[src/rtl/div_seq_ctrl_if.sv]
// Handshake and data bundle between the control unit and the sequential divider.
interface div_seq_ctrl_if #(
    parameter int WIDTH = 32
);
    logic                 start;
    logic                 sign_mode;
    logic [WIDTH-1:0]     RegA;
    logic [WIDTH-1:0]     RegB;
    logic                 busy;
    logic                 done;
    logic                 div_by_zero;
    logic [2*WIDTH-1:0]   Z;

    // Divider side
    modport slave (
        input  start, sign_mode, RegA, RegB,
        output busy, done, div_by_zero, Z
    );

    // Control-unit side
    modport master (
        output start, sign_mode, RegA, RegB,
        input  busy, done, div_by_zero, Z
    );
endinterface

[src/rtl/div_seq_ctrl.sv]
// Sequential restoring divider: one shift/subtract/restore step per clock.
// Handshake is start/busy/done; result packs as Z = {remainder, quotient}.
module div_seq_ctrl #(
    parameter int WIDTH = 32
) (
    input  logic           clk,
    input  logic           clr,
    div_seq_ctrl_if.slave  bus
);
    localparam int CW = $clog2(WIDTH + 1);

    typedef enum logic [1:0] {S_IDLE, S_PREP, S_ITER, S_FIX} state_t;

    state_t               r_state;
    logic [WIDTH-1:0]     r_dvd, r_dvs;      // operands as captured on start
    logic                 r_sm;              // captured sign mode
    logic [WIDTH:0]       r_a;               // partial remainder, one guard bit
    logic [WIDTH-1:0]     r_q, r_m;
    logic [CW-1:0]        r_cnt;
    logic                 r_qneg, r_rneg, r_dz;
    logic                 r_busy, r_done, r_dzf;
    logic [2*WIDTH-1:0]   r_z;

    // Operand signs only matter in signed mode
    logic                 w_sa, w_sb;
    logic [WIDTH-1:0]     w_mag_a, w_mag_b;
    logic [WIDTH:0]       w_a_sh, w_diff;
    logic [WIDTH-1:0]     w_quo, w_rem;

    assign w_sa    = r_sm & r_dvd[WIDTH-1];
    assign w_sb    = r_sm & r_dvs[WIDTH-1];
    assign w_mag_a = w_sa ? -r_dvd : r_dvd;
    assign w_mag_b = w_sb ? -r_dvs : r_dvs;

    // Shift {A,Q} left one and trial-subtract the divisor
    assign w_a_sh  = {r_a[WIDTH-1:0], r_q[WIDTH-1]};
    assign w_diff  = w_a_sh - {1'b0, r_m};

    // Sign fix-up of the magnitude results
    assign w_quo   = r_qneg ? -r_q : r_q;
    assign w_rem   = r_rneg ? -r_a[WIDTH-1:0] : r_a[WIDTH-1:0];

    // Controller FSM with registered handshake outputs
    always_ff @(posedge clk or posedge clr) begin
        if (clr) begin
            r_state <= S_IDLE;
            r_dvd   <= '0;
            r_dvs   <= '0;
            r_sm    <= 1'b0;
            r_a     <= '0;
            r_q     <= '0;
            r_m     <= '0;
            r_cnt   <= '0;
            r_qneg  <= 1'b0;
            r_rneg  <= 1'b0;
            r_dz    <= 1'b0;
            r_busy  <= 1'b0;
            r_done  <= 1'b0;
            r_dzf   <= 1'b0;
            r_z     <= '0;
        end else begin
            r_done <= 1'b0;
            case (r_state)
                S_IDLE: begin
                    if (bus.start) begin
                        r_dvd   <= bus.RegA;
                        r_dvs   <= bus.RegB;
                        r_sm    <= bus.sign_mode;
                        r_dzf   <= 1'b0;
                        r_busy  <= 1'b1;
                        r_state <= S_PREP;
                    end
                end
                S_PREP: begin
                    r_qneg  <= w_sa ^ w_sb;
                    r_rneg  <= w_sa;
                    r_a     <= '0;
                    r_q     <= w_mag_a;
                    r_m     <= w_mag_b;
                    r_cnt   <= '0;
                    r_dz    <= (r_dvs == '0);
                    r_state <= (r_dvs == '0) ? S_FIX : S_ITER;
                end
                S_ITER: begin
                    // Negative trial result means the divisor did not fit: keep the shifted value
                    r_a   <= w_diff[WIDTH] ? w_a_sh : w_diff;
                    r_q   <= {r_q[WIDTH-2:0], ~w_diff[WIDTH]};
                    r_cnt <= r_cnt + 1'b1;
                    if (r_cnt == CW'(WIDTH - 1))
                        r_state <= S_FIX;
                end
                S_FIX: begin
                    if (r_dz) begin
                        r_z   <= {r_dvd, {WIDTH{1'b1}}};
                        r_dzf <= 1'b1;
                    end else begin
                        r_z   <= {w_rem, w_quo};
                    end
                    r_done  <= 1'b1;
                    r_busy  <= 1'b0;
                    r_state <= S_IDLE;
                end
                default: r_state <= S_IDLE;
            endcase
        end
    end

    assign bus.busy        = r_busy;
    assign bus.done        = r_done;
    assign bus.div_by_zero = r_dzf;
    assign bus.Z           = r_z;
endmodule

[src/flat_wrapper.sv]
// flat-port wrapper written by rule: the top's interface ports become plain ports
module div_seq_ctrl_flat 
#(
    parameter int WIDTH = 32
)
  (clk, clr, bus_start, bus_sign_mode, bus_RegA, bus_RegB, bus_busy, bus_done, bus_div_by_zero, bus_Z);
  div_seq_ctrl_if #(.WIDTH(WIDTH)) bus_i ();
  input  logic clk;
  input  logic clr;
  input wire logic [$bits(bus_i.start)-1:0] bus_start;
  input wire logic [$bits(bus_i.sign_mode)-1:0] bus_sign_mode;
  input wire logic [$bits(bus_i.RegA)-1:0] bus_RegA;
  input wire logic [$bits(bus_i.RegB)-1:0] bus_RegB;
  output wire logic [$bits(bus_i.busy)-1:0] bus_busy;
  output wire logic [$bits(bus_i.done)-1:0] bus_done;
  output wire logic [$bits(bus_i.div_by_zero)-1:0] bus_div_by_zero;
  output wire logic [$bits(bus_i.Z)-1:0] bus_Z;
  assign bus_i.start = bus_start;
  assign bus_i.sign_mode = bus_sign_mode;
  assign bus_i.RegA = bus_RegA;
  assign bus_i.RegB = bus_RegB;
  assign bus_busy = bus_i.busy;
  assign bus_done = bus_i.done;
  assign bus_div_by_zero = bus_i.div_by_zero;
  assign bus_Z = bus_i.Z;
  div_seq_ctrl #(.WIDTH(WIDTH)) u_core (.clk(clk), .clr(clr), .bus(bus_i));
endmodule
[config.mk]
export PLATFORM = sky130hd
export DESIGN_NAME = div_seq_ctrl_flat
export DESIGN_NICKNAME = d
export VERILOG_FILES = /design/src/rtl/div_seq_ctrl_if.sv /design/src/rtl/div_seq_ctrl.sv /design/src/flat_wrapper.sv
export SDC_FILE = /design/constraint.sdc
export NUM_CORES = 1
export LEC_CHECK = 0
export CAP_MARGIN = 20
export CORE_UTILIZATION = 46
export CTS_BUF_LIST = sky130_fd_sc_hd__clkbuf_16
export CTS_CLUSTER_DIAMETER = 80
export DETAILED_ROUTE_END_ITERATION = 10
export GPL_TIMING_DRIVEN = 0
export PLACE_DENSITY_LB_ADDON = 0.25
export SYNTH_ARGS = -nofsm -noshare
export SYNTH_HDL_FRONTEND = slang
export SYNTH_SLANG_ARGS = --single-unit
[constraint.sdc]
create_clock -name clk -period 8 [get_ports clk]
set_input_delay 2 -clock clk [delete_from_list [all_inputs] [get_ports clk]]
set_output_delay 2 -clock clk [all_outputs]
set_load 0.02 [all_outputs]
**Word level (Yosys, flattened, before mapping)**

Cells that the tools add are included.

- Word-level logic and storage cells: 59
- Output and inout bits: 67
- Bits in registers: 239
- Bits of input ports: 68

- Reduce and logical (&&, ||, !) cells: 8
- Multiplexer cells: 19
- Equality and inequality tests: 7
- Bitwise gates (word level): 4
- $add $sub $neg: 6

Operators with widths:

| cell | count |
|---|---|
| $mux 32 | 5 |
| $neg 32->32 | 4 |
| $pmux 32 s2 | 2 |
| $mux 64 | 1 |
| $sub 33x32->33 | 1 |
| $logic_not 32->1 | 1 |
| $pmux 6 s2 | 1 |
| $pmux 2 s4 | 1 |
| $add 6x1->6 const B | 1 |
| $eq 6x5->1 const B | 1 |
| $reduce_and 2->1 | 3 |
| $mux 1 | 5 |
| $eq 2x2->1 const B | 2 |
| $mux 2 | 2 |
| $ne 2x1->1 const B | 2 |
| $pmux 1 s2 | 2 |
| $reduce_bool 2->1 | 2 |
| $reduce_and 3->1 | 1 |
| $and 1x1->1 | 2 |
| $eq 2x1->1 const B | 1 |
| $logic_not 2->1 | 1 |
| $ne 2x2->1 const B | 1 |
| $not 1->1 | 1 |
| $xor 1x1->1 | 1 |

**Logic depth before layout (Yosys ltp)**

- Word-level depth: 3
- Depth in mapped cells: 14
- Depth with buffers taken out: 13

**Least setup slack after synthesis**

No wires, ideal clock.

- Path kind: register to register
- From: reg u_core.r_a[14]
- To: reg u_core.r_a[29]
- Clock period less this slack: 3546 ps
- Slack: 4454 ps
- Arrival: 3420 ps
- Cell stages (with the launch flop): 14
- Buffers on the path: 2
- Setup time: 126 ps
- Data required time: 7874 ps
- Path through: dfrtp_1 > ha_1 > clkbuf_1 > a21oi_1 > o21ai_0 > a221o_1 > a21oi_1 > o21ai_1 > a211o_1 > a31oi_1 > xnor2_1 > clkbuf_1 > nor2_1 > a221o_1

- Word-level cells in the longest chain between the ends: 3

RTL lines:

| item | RTL line | source |
|---|---|---|
| start: declaration | div_seq_ctrl.sv:17 | `logic [WIDTH:0] r_a;` |
| start signal: assignment | div_seq_ctrl.sv:86 | `r_a <= w_diff[WIDTH] ? w_a_sh : w_diff;` |
| $sub 33x32->33 | div_seq_ctrl.sv:37 | `assign w_diff = w_a_sh - {1'b0, r_m};` |
| $mux 32 | div_seq_ctrl.sv:86 |  |
| $pmux 32 s2 | div_seq_ctrl.sv:63 | `case (r_state)` |

Every way passes these cells.
A chain may end at the register's enable or synchronous reset.

**Worst setup path after layout**

- From: reg u_core.r_q[31]
- To: reg u_core.r_a[15]

- Word-level cells in the longest chain between the ends: 3

RTL lines:

| item | RTL line | source |
|---|---|---|
| start: declaration | div_seq_ctrl.sv:18 | `logic [WIDTH-1:0] r_q, r_m;` |
| start signal: assignment | div_seq_ctrl.sv:78 | `r_q <= w_mag_a;` |
| start signal: assignment | div_seq_ctrl.sv:87 | `r_q <= {r_q[WIDTH-2:0], ~w_diff[WIDTH]};` |
| $sub 33x32->33 | div_seq_ctrl.sv:37 |  |
| $mux 32 | div_seq_ctrl.sv:86 |  |
| $pmux 32 s2 | div_seq_ctrl.sv:63 |  |

Every way passes these cells.

==> flow_metrics.env <==
export IMPL_start_kind="flip-flop"
export IMPL_synth_edf_count=0
export IMPL_drt_first_iter_violations=666
export IMPL_async_flop_share_pct=100
export IMPL_crit_fanout=10
export IMPL_max_freq_mhz=217
export IMPL_nets=1737
export IMPL_ys_types=56
export IMPL_clk_latency_ns=0.55
export IMPL_final_common_cell="dfrtp_1"
export IMPL_dr_pass1_iters=5
export IMPL_cpPeakStageDelay_ns=0.69
export IMPL_run_status="completed"
export IMPL_die_h_um=176
export IMPL_clk_pin_slew_worst_paths_ns=0.06
export IMPL_grt_antenna_before_repair=0
export IMPL_worstMarginPinSlew_ns=0.945
export IMPL_slowest_stage="clkbuf_1"
export IMPL_crit_start="u_core.r_q[31]$_DFFE_PP0P_"
export IMPL_yosys_area_top_type_share_pct=42.8
export IMPL_cap_violations=0
export IMPL_drt_total_wl_um=36500
export IMPL_crit_type="reg2reg"
export IMPL_fin_crit_ns=4.62
export IMPL_wl_per_cell_um=17.9
export IMPL_cts_resized=0
export IMPL_worst_slack_ns=3.38
export IMPL_p_seq_share_pct=33.9
export IMPL_drive_gt1_share_pct=10.6
export IMPL_dp_cells=1987
export IMPL_fin_crit_sh_pct=57.7
export IMPL_track_usage_pct=24.0
export IMPL_area_delta_synth_final_pct=20.1
export IMPL_start_util_pct=47.0
export IMPL_fin_tns_setup_ns=0
export IMPL_pre_cts_ws_ns=3.37
export IMPL_slew_headroom_pct=36.5
export IMPL_reg2regPathDepth=14
export IMPL_critPathCaptureType="flip-flop"
export IMPL_r2r_slack_ns=3.38
export IMPL_htree_num_levels=1
export IMPL_cts_hold_fix_buffers=0
export IMPL_syn_nets=1568
export IMPL_rsz0062_at_grt="false"
export IMPL_reg2reg_from="u_core.r_q[31]$_DFFE_PP0P_"
export IMPL_avgSynthCellArea_um2=9.58
export IMPL_postCtsSetupRepairBufs=0
export IMPL_endpoint="u_core.r_a[15]$_DFFE_PP0P_"
export IMPL_p_comb_share_pct=48.0
export IMPL_dieWidth_um=176
export IMPL_cts_root_buf="clkbuf_16"
export IMPL_grt_max_degree=41
export IMPL_syn_area_um2=14000
export IMPL_final_util_pct=56.4
export IMPL_dpl_cell_area_um2=15900
export IMPL_post_route_drc_count=0
export IMPL_ys_ff_latch=239
export IMPL_cts_buffers_inserted=27
export IMPL_io_buffers=134
export IMPL_setup_violations=0
export IMPL_cp_cell_sequence="inv_1 -> ha_1 -> fa_1 -> nor2b_1 -> o2111ai_1 -> nand2_1 -> a21oi_1 -> o21ai_1 -> a211o_1 -> a31oi_1 -> xnor2_1 -> clkbuf_1 -> mux2i_1 -> o22ai_1"
export IMPL_worst_path_buf_inv=2
export IMPL_synth_ff_type="dfrtp_1"
export IMPL_swShare_pct=42.3
export IMPL_overflow=0
export IMPL_leakage_nw=7.12
export IMPL_cts_tree="built"
export IMPL_fin_hold_ws_ns=0.502
export IMPL_first_global_vias=11000
export IMPL_power_density_nw_per_um2=396
export IMPL_fin_skew_ns=0.0228
export IMPL_crit_required_ns=8.38
export IMPL_ys_top_cells_by_area="dfrtp_1, mux2_2, xor2_1"
export IMPL_ios=135
export IMPL_gp_congestion=0.925
export IMPL_cts_num_sinks=239
export IMPL_hold_path_class="reg2reg"
export IMPL_hpwlAfterDp_um=28300
export IMPL_final_max_slew_viol_count=0
export IMPL_antenna_cells=0
export IMPL_path_delay_family="compound AO/OA/AOI/OAI gates"
export IMPL_yosys_warnings=0
export IMPL_instances_no_fill=2035
export IMPL_dieArea_um2=31000
export IMPL_fin_area_um2=16800
export IMPL_crit_arrival_ns=5.00
export IMPL_r2r_end="u_core.r_a[15]$_DFFE_PP0P_"
export IMPL_cts_path_max_buffers=3
export IMPL_peakVddDrop_v=0.000211
export IMPL_synth_area_leader_cell="dfrtp_1"
export IMPL_grt_pass1_wl_um=59100
export IMPL_p_total_mw=6.64
export IMPL_vias=11100
export IMPL_p_int_mw=3.83
export IMPL_ys_seq_area_share_pct=42.8
export IMPL_report_final_hold_viol_count=0
export IMPL_cp_depth=14
export IMPL_fp_row_count=63
export IMPL_switching_power_mw=2.81
export IMPL_clkPwrFrac_pct=18.1
export IMPL_synthCells=1457
export IMPL_viasPerCell=5.45
export IMPL_layout_common_cells="dfrtp_1, clkdlybuf4s50_1, a21oi_1"
export IMPL_core_area_um2=29700
export IMPL_antenna_left=0
## cell type report
class / count / area, um2
Sequential cell: 239 / 5980
Tap cell: 390 / 488
Timing Repair Buffer: 140 / 1460
Clock buffer: 27 / 676
Multi-Input combinational cell: 1083 / 7470
Clock inverter: 21 / 176
Fill cell: 2678 / 13000
Buffer: 74 / 278
Inverter: 61 / 233
## synth_stat cells, types with 4 or more instances
library cell,number
buf_1,4
nor3_1,17
mux2_2,118
ha_1,42
or4_1,10
xor2_1,93
nor2b_1,9
a21o_1,13
dfrtp_1,239
nand2_1,125
nand2b_1,13
nand4_1,4
o2bb2ai_1,20
or3_1,13
mux2i_1,37
and2_1,6
clkbuf_1,70
a31oi_1,8
nand3_1,14
a22o_1,6
inv_1,59
o22ai_1,7
nor4_1,10
o21ai_0,107
a21oi_1,132
xnor2_1,56
o31ai_1,32
o41ai_1,10
and3_1,8
o211ai_1,7
o21a_1,7
nor2_1,123
## registers in the layout (all words and copies together), names as in the netlist
signal / cells
u_core.bus.Z: 64
u_core.r_a: 32
u_core.r_dvd: 32
u_core.r_dvs: 32
u_core.r_m: 32
u_core.r_q: 32
u_core.r_cnt: 6
u_core.r_state: 2
u_core.bus.busy: 1
u_core.bus.div_by_zero: 1
u_core.bus.done: 1
u_core.r_dz: 1
u_core.r_qneg: 1
u_core.r_rneg: 1
u_core.r_sm: 1
## power by group through the flow
stage          clock (mW)  sequential (mW)  combinational [mW]
2_1_floorplan           0             2.29                2.08
3_3_place_gp            0             2.24                3.11
3_5_place_dp            0             2.26                3.18
4_1_cts              1.22             2.25                3.20
5_1_grt              1.27             2.32                3.53
6_report             1.20             2.25                3.18
## how the worst min path moves through the flow
stage,from,to,slack (ns),cells after the start
finish,u_core.bus.Z[60]$_DFFE_PP0P_,u_core.bus.Z[60]$_DFFE_PP0P_,0.50,1
global route,u_core.bus.Z[56]$_DFFE_PP0P_,u_core.bus.Z[56]$_DFFE_PP0P_,0.53,1
CTS,u_core.r_cnt[4]$_DFFE_PP0P_,u_core.r_cnt[4]$_DFFE_PP0P_,0.51,1
detailed placement,u_core.r_cnt[4]$_DFFE_PP0P_,u_core.r_cnt[4]$_DFFE_PP0P_,0.49,1
global placement,u_core.bus.Z[62]$_DFFE_PP0P_,u_core.bus.Z[62]$_DFFE_PP0P_,0.48,1
floorplan,u_core.r_cnt[4]$_DFFE_PP0P_,u_core.r_cnt[4]$_DFFE_PP0P_,0.47,1
## cell families after synthesis
kind of cell,Yosys count,share of synthesized area [%]
muxes,155,12.2
adders and majority gates,43,3.91
buffers and inverters,135,3.63
xor gates and xnor gates,149,9.35
and+or+nand+nor,363,11.9
AOI/OAI and AO/OA,373,16.2
DFF,239,42.8
## per-layer routing
| metal | share of wire, % | up-vias | GRT usage, % |
|---|---|---|---|
| li1 | - | 5470 | - |
| met1 | 44 | 5283 | 32.0 |
| met2 | 48 | 268 | 40.5 |
| met3 | 4.2 | 61 | 2.76 |
| met4 | 3.1 | 0 | 7.61 |
| met5 | 0 | - | 0 |
Note: power is estimated with default switching activity, not from simulation.
